## src/rtl/mem_pkg.sv

```systemverilog
`default_nettype none
// ============================================================================
// Module : mem_pkg
// Brief  : Shared size encodings, FSM state encoding and word width for the
//          data-memory load/store path.
// Rev    : 1.0  initial release
// ============================================================================
package mem_pkg;

  localparam int WORD_W = 32;

  localparam logic [1:0] SZ_B   = 2'b00;
  localparam logic [1:0] SZ_H   = 2'b01;
  localparam logic [1:0] SZ_W   = 2'b10;
  localparam logic [1:0] SZ_RSV = 2'b11;

  typedef enum logic [1:0] {
    ST_IDLE    = 2'd0,
    ST_LD_WAIT = 2'd1,
    ST_RESP    = 2'd2
  } state_t;

endpackage
`default_nettype wire

```

## src/rtl/load_align.sv

```systemverilog
`default_nettype none
// ============================================================================
// Module : load_align
// Brief  : Selects the addressed byte/half lane of a read word and sign- or
//          zero-extends it to a full word.
// Rev    : 1.0  initial release
// ============================================================================
module load_align
  import mem_pkg::*;
(
  input  logic [WORD_W-1:0] rdata,
  input  logic [1:0]        addr,
  input  logic [1:0]        size,
  input  logic              signext,
  output logic [WORD_W-1:0] data
);

  logic [7:0]  w_byte;
  logic [15:0] w_half;

  always_comb begin
    case (addr)
      2'd0:    w_byte = rdata[7:0];
      2'd1:    w_byte = rdata[15:8];
      2'd2:    w_byte = rdata[23:16];
      default: w_byte = rdata[31:24];
    endcase
    w_half = addr[1] ? rdata[31:16] : rdata[15:0];

    case (size)
      SZ_B:    data = signext ? {{(WORD_W-8){w_byte[7]}}, w_byte}
                              : {{(WORD_W-8){1'b0}}, w_byte};
      SZ_H:    data = signext ? {{(WORD_W-16){w_half[15]}}, w_half}
                              : {{(WORD_W-16){1'b0}}, w_half};
      default: data = rdata;
    endcase
  end

endmodule
`default_nettype wire

```

## src/rtl/dmem_access_ctrl.sv

```systemverilog
`default_nettype none
// ============================================================================
// Module : dmem_access_ctrl
// Brief  : Load/store unit between the core memory port and the data BRAM:
//          lane write enables, read-latency wait and aligned load return.
// Rev    : 1.0  initial release
// ============================================================================
module dmem_access_ctrl
  import mem_pkg::*;
#(
  parameter int ADDR_W     = 10,
  parameter int RD_LATENCY = 1
) (
  input  logic              clk,
  input  logic              rst,
  input  logic              req_valid,
  input  logic              req_we,
  input  logic [1:0]        req_size,
  input  logic              req_signext,
  input  logic [WORD_W-1:0] req_addr,
  input  logic [WORD_W-1:0] req_wdata,
  output logic              req_ready,
  output logic              resp_valid,
  output logic [WORD_W-1:0] resp_rdata,
  output logic              resp_err,
  output logic              mem_en,
  output logic [3:0]        mem_we,
  output logic [ADDR_W-1:0] mem_addr,
  output logic [WORD_W-1:0] mem_wdata,
  input  logic [WORD_W-1:0] mem_rdata
);

  localparam logic [1:0] c_lat_last = 2'(RD_LATENCY - 1);

  state_t              r_state;
  state_t              w_state_nxt;
  logic [1:0]          r_cnt;
  logic [ADDR_W-1:0]   r_addr;
  logic [WORD_W-1:0]   r_wdata;
  logic [WORD_W-1:0]   r_rdata;
  logic [1:0]          r_lane;
  logic [1:0]          r_size;
  logic                r_signext;
  logic                r_err;

  logic                w_accept;
  logic                w_err;
  logic [3:0]          w_we;
  logic [WORD_W-1:0]   w_wdata;
  logic [WORD_W-1:0]   w_ld_data;
  logic                w_unused;

  assign w_unused = ^req_addr[WORD_W-1:ADDR_W+2];
  assign w_accept = req_valid && (r_state == ST_IDLE);

  // Alignment check and little-endian lane enables for the incoming request
  always_comb begin
    w_err   = 1'b0;
    w_we    = 4'b0000;
    w_wdata = req_wdata;
    case (req_size)
      SZ_B: begin
        w_we    = 4'b0001 << req_addr[1:0];
        w_wdata = {4{req_wdata[7:0]}};
      end
      SZ_H: begin
        w_err   = req_addr[0];
        w_we    = 4'b0011 << req_addr[1:0];
        w_wdata = {2{req_wdata[15:0]}};
      end
      SZ_W: begin
        w_err   = |req_addr[1:0];
        w_we    = 4'b1111;
      end
      default: w_err = 1'b1;
    endcase
  end

  always_ff @(posedge clk or posedge rst) begin
    if (rst) r_state <= ST_IDLE;
    else     r_state <= w_state_nxt;
  end

  always_comb begin
    w_state_nxt = r_state;
    req_ready   = 1'b0;
    resp_valid  = 1'b0;
    mem_en      = 1'b0;
    mem_we      = 4'b0000;
    case (r_state)
      ST_IDLE: begin
        req_ready = 1'b1;
        if (req_valid) begin
          mem_en      = !w_err;
          mem_we      = (req_we && !w_err) ? w_we : 4'b0000;
          w_state_nxt = (!req_we && !w_err) ? ST_LD_WAIT : ST_RESP;
        end
      end
      ST_LD_WAIT: if (r_cnt == 2'd0) w_state_nxt = ST_RESP;
      ST_RESP: begin
        resp_valid  = 1'b1;
        w_state_nxt = ST_IDLE;
      end
      default: w_state_nxt = ST_IDLE;
    endcase
  end

  // Request fields are captured on accept so the BRAM port stays stable while waiting
  always_ff @(posedge clk or posedge rst) begin
    if (rst) begin
      r_cnt     <= 2'd0;
      r_addr    <= '0;
      r_wdata   <= '0;
      r_rdata   <= '0;
      r_lane    <= 2'd0;
      r_size    <= SZ_B;
      r_signext <= 1'b0;
      r_err     <= 1'b0;
    end else if (w_accept) begin
      r_cnt     <= c_lat_last;
      r_addr    <= req_addr[ADDR_W+1:2];
      r_wdata   <= w_wdata;
      r_rdata   <= '0;
      r_lane    <= req_addr[1:0];
      r_size    <= req_size;
      r_signext <= req_signext;
      r_err     <= w_err;
    end else if (r_state == ST_LD_WAIT) begin
      if (r_cnt == 2'd0) r_rdata <= w_ld_data;
      else               r_cnt   <= r_cnt - 2'd1;
    end
  end

  load_align u_load_align (
    .rdata   (mem_rdata),
    .addr    (r_lane),
    .size    (r_size),
    .signext (r_signext),
    .data    (w_ld_data)
  );

  assign mem_addr   = w_accept ? req_addr[ADDR_W+1:2] : r_addr;
  assign mem_wdata  = w_accept ? w_wdata : r_wdata;
  assign resp_rdata = r_rdata;
  assign resp_err   = r_err;

endmodule
`default_nettype wire

```

## config.mk

```make
export PLATFORM = sky130hd
export DESIGN_NAME = dmem_access_ctrl
export DESIGN_NICKNAME = d
export VERILOG_FILES = /design/src/rtl/mem_pkg.sv /design/src/rtl/load_align.sv /design/src/rtl/dmem_access_ctrl.sv
export SDC_FILE = /design/constraint.sdc
export NUM_CORES = 1
export LEC_CHECK = 0
export ABC_AREA = 1
export CORE_UTILIZATION = 39
export DETAILED_ROUTE_END_ITERATION = 10
export PLACE_DENSITY_LB_ADDON = 0.25
export SLEW_MARGIN = 20
export SYNTH_ARGS = -nofsm -noshare
export SYNTH_HDL_FRONTEND = slang
export SYNTH_SLANG_ARGS = --single-unit
export TNS_END_PERCENT = 10
```

## constraint.sdc

```tcl
create_clock -name clk -period 2.78 [get_ports clk]
set_input_delay 0.556 -clock clk [delete_from_list [all_inputs] [get_ports clk]]
set_output_delay 0.556 -clock clk [all_outputs]
set_load 0.03 [all_outputs]
```

-- Word-level counts from Yosys, hierarchy flattened
Cells that the tools add are included.
- bits of input ports: 103
- output and inout port bits: 82
- logic and storage cells: 65
- flip-flop bits (word level): 84
- equality and inequality tests: 10
- muxes and demuxes: 27
- shifts and indexed selects: 2
- $add $sub $neg: 1
- reduce and logical (&&, ||, !) cells: 16
- operator list (operator ; count):
    $mux W32 ; 6
    $pmux W32 S2 ; 2
    $pmux W8 S3 ; 1
    $mux W16 ; 1
    $mux W2 ; 6
    $mux W4 ; 3
    $pmux W4 S3 ; 1
    $logic_not A2 Y1 ; 5
    $mux W10 ; 1
    $eq A2 B1 Y1 const B ; 4
    $eq A2 B2 Y1 const B ; 3
    $ne A2 B2 Y1 const B ; 3
    $reduce_and A2 Y1 ; 3
    $mux W1 ; 4
    $pmux W2 S2 ; 1
    $reduce_bool A2 Y1 ; 2
    $shl A1 B2 Y4 const A ; 1
    $shl A2 B2 Y4 const A ; 1
    $logic_and A1 B1 Y1 ; 3
    $pmux W1 S3 ; 1
    $logic_not A1 Y1 ; 2
    $reduce_or A2 Y1 ; 1
    $sub A2 B1 Y2 const B ; 1

-- Depth between registers and ports, before layout
Gate-level depths: netlist of run 1.
- word-level depth: 7
- mapped depth: 11
- gate-level depth less buffers: 9

-- Hierarchy
A second synthesis of run 1 with hierarchy kept.
- cell total of the unflattened synthesis: 600
- area, all modules: 4434.3 um2
- by module, submodules not included (module ; seq. area each (um2) ; cells an instance ; area an instance (um2) ; times used):
    dmem_access_ctrl ; 2102.0 ; 444 ; 3701.0 ; 1
    load_align ; 0.0 ; 156 ; 733.2 ; 1

-- Worst setup path before layout of run 1
OpenSTA, ideal clock, no wires.
- path kind: register to output
- start: register r_state[0]
- end: output mem_we[2]
- buffers on the path: 1
- required time: 2.224 ns
- path slack: -0.066 ns
- arrival time: 2.290 ns
- stages on the path, launching flop included: 7
- path through: dfrtp_1 > nor2_1 > nand2_1 > buf_2 > nor2_2 > nand2_1 > a21oi_1
- cells in the longest elaborated chain, start to end: 2
- RTL lines (item ; line ; source):
    start, declared ; dmem_access_ctrl.sv:35 ; state_t r_state;
    start signal, assigned ; dmem_access_ctrl.sv:81 ; else r_state <= w_state_nxt;
    $logic_not A2 Y1 ; dmem_access_ctrl.sv:90 ; case (r_state)
    $mux W4 ; dmem_access_ctrl.sv:90 ;
    end, declared ; dmem_access_ctrl.sv:27 ; output logic [3:0] mem_we,
Every way passes these cells.

-- Worst setup path in the final report of run 1
- start: input req_size[0]
- end: output mem_wdata[11]
- cells in the longest elaborated chain, start to end: 3
- elaborated cells between the ends (all ways): 4
- those cells by class: eq/ne: 1; mux: 2; reduce/logical: 1
- RTL lines (item ; line ; source):
    start, declared ; dmem_access_ctrl.sv:18 ; input logic [1:0] req_size,
    $eq A2 B1 Y1 or $logic_not A2 Y1 (tied branches) ; dmem_access_ctrl.sv:61 ; case (req_size)
    $pmux W32 S2 * ; dmem_access_ctrl.sv:61 ;
    $mux W32 * ; n/a ;
    end, declared ; dmem_access_ctrl.sv:29 ; output logic [WORD_W-1:0] mem_wdata,
Every way passes the cells marked *; elsewhere a longest branch is shown, timed or not.

==> results of run 1 <==
-- worst max path at each step --
stage                            from              to  slack, ps  cells after the start
final                     req_size[0]   mem_wdata[11]        180                      8
after global routing      req_size[0]    mem_wdata[8]          5                      8
after CTS                 req_size[1]   mem_wdata[14]         60                      8
after detailed placement    req_valid  resp_rdata[25]         40                      7
after global placement    req_size[1]   mem_wdata[14]         90                      8
after floorplan            r_state[0]       mem_we[0]         -5                      6
-- metal layers --
layer  global-route usage (%)  share of wire, %  vias up
li1                         -                 -     2072
met1                    27.17                42     1900
met2                    37.42                48      169
met3                    6.140               8.7       13
met4                    6.947               1.5        0
met5                        0                 0        -
-- stage by stage --
| stage | setup WS, ps | TNS [ps] | power, uW |
|---|---|---|---|
| floorplan | -5.081 | -15.24 | 2438 |
| global placement | 94.53 | 0 | 2972 |
| detailed placement | 41.82 | 0 | 2995 |
| CTS | 59.13 | 0 | 3848 |
| global route | 5.440 | 0 | 4038 |
| finish | 182.7 | 0 | 3821 |
-- layout make-up --
cell class,instances,area share (%)
multi-input cells,393,30.32
repair buffers,182,27.96
clock inverters,4,0.8259
flip-flops and latches,84,33.84
inverters,36,2.196
well taps,136,2.740
clock buffers,11,2.115
-- repair_timing --
action	in CTS	in global routing
endpoints found under the hold margin	0	0
gates resized for setup	0	1
setup buffers	0	0
endpoints found under the setup margin	0	8
-- registers in the layout, indices dropped and copies added (netlist names) --
name and flops:
resp_err 1, r_addr 10, r_signext 1, r_cnt 2
r_state 2, r_size 2, r_wdata 32, resp_rdata 32
r_lane 2
-- power groups by stage --
stage / clock [uW] / combinational (uW) / sequential (uW)
after floorplan: 0 / 860 / 1580
after global placement: 0 / 1460 / 1520
after detailed placement: 0 / 1470 / 1520
after CTS: 870 / 1480 / 1500
after global routing: 924 / 1590 / 1520
final: 857 / 1470 / 1500
-- cells by family after synthesis --
logic type               after synthesis  share of synthesized area (%)
buffers and inverters                 66                          7.099
AO/OA/AOI/OAI                        107                          13.29
adder cells (fa/ha/maj)                1                         0.2921
flip-flops                            84                          49.08
AND/OR/NAND/NOR                      285                          30.24
-- layout by cell type, fill, tap and decap left out, types with 2 or more instances in the layout --
| cell type | synthesis | layout |
|---|---|---|
| inv_2 | 3 | 3 |
| nand2_1 | 206 | 205 |
| dfrtp_1 | 84 | 84 |
| nand2_4 | 3 | 3 |
| a21oi_1 | 42 | 41 |
| nand3_1 | 26 | 26 |
| buf_12 | 1 | 6 |
| nand3b_1 | 2 | 2 |
| nand3_2 | 10 | 10 |
| clkbuf_8 | 0 | 9 |
| nand2_2 | 11 | 12 |
| or2_2 | 10 | 10 |
| nor2_4 | 2 | 2 |
| nor2_1 | 12 | 12 |
| clkdlybuf4s50_1 | 0 | 116 |
| o21ai_0 | 51 | 51 |
| clkinv_2 | 0 | 2 |
| buf_4 | 2 | 59 |
| o211ai_1 | 10 | 10 |
| o22ai_1 | 2 | 2 |
| clkbuf_1 | 8 | 2 |
| inv_1 | 32 | 31 |
==> results.cfg, run 1 <==
[run_status]
outcome = finished, final reports clean

[sta]
hold_violations = 0
grt_setup_unrepaired = no
final-setup-viol-count = 0
fin_crit_ps = 2597
max_freq_mhz = 385.0
fin_skew_ps = 10.43
period_share_pct = 93.43
drv_slew = 0
hold_ws_ps = 453.2
slew_headroom_pct = 32.93
tightest_slew_ps = 1005

[flow_run]
max_cap_viol_count = 0

[setup_path]
worst-r2r-setup-slack_ps = 540
criticalPathCategory = in -> out
start_kind = input pin
reg2reg_depth = 7
endpoint_kind = output pin
path_cells = clkdlybuf4s50_1, nor2_1, buf_4, nand2_1, nand2_1, a21oi_1, o21ai_0, buf_4
critPathMaxStageDelay_ps = 490
cp.arrival_ps = 2040
cp_top_family = buffers and inverters
r2r_start = r_state[0]
timing.rr.end = resp_rdata[25]
worstPathRequired_ps = 2220
worstPathMaxFanout = 8
slowest_stage = clkdlybuf4s50_1
cp_num_buf_inv = 3

[logic_synthesis]
synth.cells.most_frequent = nand2_1 (206), dfrtp_1 (84), o21ai_0 (51)
ys_warn_count = 0
synth_top_area_share_pct = 49.08
synth_enable_flop_cells = 0
yosysTopAreaCell = dfrtp_1
synth_seq_cells = 84
synthCells = 543
syn-cell-area_mm2 = 0.004283
ys_seq_area_share_pct = 49.08
synthTopCellsByArea = dfrtp_1 (49%), nand2_1 (18%), o21ai_0 (6.0%), a21oi_1 (4.9%), nand3_1 (3.0%)
avgSynthCellArea_um2 = 7.887
synth_most_common_cell = nand2_1
synth_cell_types = 29
syn-num-nets = 647
async_reset_ff_share_pct = 100.0
synth_ff_type = dfrtp_1

[drt]
drc = 0
dr_total_vias = 4154
ant_nets = 0
routed_via_density = 4.910
drtIter0Drc = 127
wl_per_cell_um = 14.34
drtPass1Iterations = 6
wl_mm = 12.13

[clocking]
cts_tree = done
clk_latency_ps = 350
cts_made_buffers = 9
cts_htree_levels = 3
root_buffer = clkbuf_8
clkSlewWorstSetupHoldPaths_ps = 90
clockBufferDepth = 2
holdBufCountCts = 0
cts.sinks = 84

[power_and_ir_drop]
p_sw_uw = 1450
leakage_uw = 0.003065
p_seq_share_pct = 39.2
max-vdd-ir-drop_v = 0.0003853
p_sw_share_pct = 37.95
pwr-share-comb_pct = 38.4
p_int_uw = 2371
p_clk_share_pct = 22.4
power_density_mw_per_mm2 = 615.2

[global_route]
grt_start_max_net_pins = 36
overflow = 0
grt_use_total_pct = 22.07
grt_pass1_wl_mm = 19.65
grt_antenna_before_repair = 0
grt_pass1_vias = 4091

[die]
dieArea_mm2 = 0.01141
die_w_um = 106.8
rows = 37
ios = 185
start_util_pct = 40.94
coreArea_mm2 = 0.01046
die_y_um = 106.8

[placed_design]
dpl.cell_count = 831
io_buffers = 164
hpwl_mm = 9.318
gp_congestion = 0.8855
place_area_mm2 = 0.006026

[min_path]
hold_path.class = in -> async

[final_layout]
nFillCells = 989
final_cells = 846
final_core_util_pct = 59.36
multi_input_area_mm2 = 0.001883
syn_to_final_growth_pct = 45.02
nets = 810
antenna_cells = 0
seq_area_mm2 = 0.002102
fin_area_mm2 = 0.006211
drive_gt1_share_pct = 17.32
No activity file was read; power rests on OpenSTA's default activity.
==> run 2: changes to the inputs <==
--- a/config.mk
+++ b/config.mk
@@ -9,6 +9,7 @@
 export CORE_UTILIZATION = 39
 export DETAILED_ROUTE_END_ITERATION = 10
 export PLACE_DENSITY_LB_ADDON = 0.25
+export REMOVE_ABC_BUFFERS = 1
 export SLEW_MARGIN = 20
 export SYNTH_ARGS = -nofsm -noshare
 export SYNTH_HDL_FRONTEND = slang
==> constraint.sdc (replaced) <==
create_clock -name clk -period 2.78 [get_ports clk]
set_input_delay 0.834 -clock clk [delete_from_list [all_inputs] [get_ports clk]]
set_output_delay 0.834 -clock clk [all_outputs]
set_load 0.03 [all_outputs]
==> results.cfg, run 2 (same netlist as run 1, synthesis figures left out) <==
[run_status]
outcome = finished, final reports clean

[clocking]
root_buffer = clkbuf_8
cts_tree = done
clk_latency_ps = 360
cts_made_buffers = 9
holdBufCountCts = 0
clockBufferDepth = 2
cts.sinks = 84
cts_htree_levels = 3
clkSlewWorstSetupHoldPaths_ps = 80

[placed_design]
gp_congestion = 0.8566
dpl.cell_count = 842
place_area_mm2 = 0.006092
hpwl_mm = 8.932
io_buffers = 164

[drt]
dr_total_vias = 4274
wl_mm = 12.47
drtPass1Iterations = 4
drtIter0Drc = 153
wl_per_cell_um = 14.40
drc = 0
routed_via_density = 4.935
ant_nets = 0

[sta]
slew_headroom_pct = 69.31
grt_setup_unrepaired = yes
fin_skew_ps = 9.845
period_share_pct = 99.52
hold_violations = 0
final-setup-viol-count = 0
tightest_slew_ps = 460.3
drv_slew = 0
max_freq_mhz = 361.5
fin_crit_ps = 2767

[final_layout]
nFillCells = 926
final_cells = 866
drive_gt1_share_pct = 22.19
fin_area_mm2 = 0.006469
mostFrequentLayoutCell = nand2_1
antenna_cells = 0
syn_to_final_growth_pct = 51.04
nets = 829
layout_common_cells = nand2_1 (203), clkdlybuf4s50_1 (111), dfrtp_1 (84)

[global_route]
grt_antenna_before_repair = 0
grt_pass1_wl_mm = 19.92
grt_start_max_net_pins = 85
grt_pass1_vias = 4247
overflow = 0
grt_use_total_pct = 22.48

[flow_run]
max_cap_viol_count = 0

[die]
rows = 37
dieArea_mm2 = 0.01141
start_util_pct = 40.94
die_y_um = 106.8
coreArea_mm2 = 0.01046
ios = 185
die_w_um = 106.8

[setup_path]
slowest_stage = clkdlybuf4s50_1
critPathMaxStageDelay_ps = 490
worstPathMaxFanout = 2
worstPathRequired_ps = 1950
cp_top_family = buffers and inverters
criticalPathCategory = in -> out
endpoint_kind = output pin
cp.arrival_ps = 1930
start_kind = input pin
cp_num_buf_inv = 2
path_cells = clkdlybuf4s50_1, nand3_1, nand2_1, a21oi_1, o21ai_1, buf_4

[power_and_ir_drop]
max-vdd-ir-drop_v = 0.0003339
power_density_mw_per_mm2 = 601.6
leakage_uw = 0.003222

[min_path]
hold_path.class = reg -> reg
-- run 2: through the flow --
step                      setup TNS (ps)  hold WS [ps]  power (uW)  setup slack (ps)  utilization, %
after floorplan                   -95760         484.0        2373             -1443               -
after global placement            -13220         461.2        2999            -475.9           58.23
after detailed placement          -14040         463.5        3026            -516.1           58.23
after CTS                              0         487.0        3900             6.911           61.29
after global routing              -199.9         513.1        4112            -53.72           61.83
final                                  0         482.3        3892             13.45           61.83
-- run 2: path summary, 6_finish.rpt --
kind / to / slack [ps] / start / cells past startpoint
worst max-delay path: mem_wdata[26] / 10 / req_wdata[10] / 6
worst min-delay path: resp_rdata[7] / 480 / resp_rdata[7] / 2
worst max register to register: resp_rdata[2] / 920 / r_cnt[0] / 7
worst min register to register: resp_rdata[7] / 480 / resp_rdata[7] / 2
max in group asynchronous: resp_rdata[6] / 1540 / rst / 3
min in group asynchronous: r_wdata[21] / 870 / rst / 3
-- run 2: what timing repair did --
| action | in CTS | in global routing |
|---|---|---|
| pin swaps | 7 | 7 |
| gates cloned | 2 | 0 |
| setup buffers | 5 | 1 |
| resized for setup | 45 | 23 |
| endpoints found under the setup margin | 47 | 25 |
-- run 2: per-layer routing --
| layer | global-route usage [%] | wire length [um] | vias to the layer above | part of all wire, % |
|---|---|---|---|---|
| li1 | - | - | 2119 | - |
| met2 | 38.20 | 6069 | 147 | 49 |
| met1 | 27.46 | 5287 | 1996 | 42 |
| met4 | 8.415 | 161 | 0 | 1.3 |
| met5 | 0 | 0 | - | 0 |
| met3 | 5.653 | 950 | 12 | 7.6 |
-- run 2: area by class of cell --
type,instances,area (um2),area share [%]
sequential,84,2102,32.50
timing repair buffer,201,1924,29.75
multi-input combinational,393,1954,30.21
inverter,36,137.6,2.128
clock buffer,13,158.9,2.456
clock inverter,3,21.27,0.3288
tap,136,170.2,2.631
-- run 2: power breakdown --
group          switching (uW)  internal [uW]  leakage, uW
Sequential               94.2           1400      0.00109
Clock                     437            375    0.0000896
Combinational             953            631      0.00205
Total                    1480           2410      0.00322
-- run 2: worst min-delay path: cells and delay by family (launching register included) --
kind | cells | cell delay [ps]
and+or+nand+nor | 2 | 110
DFF | 1 | 350
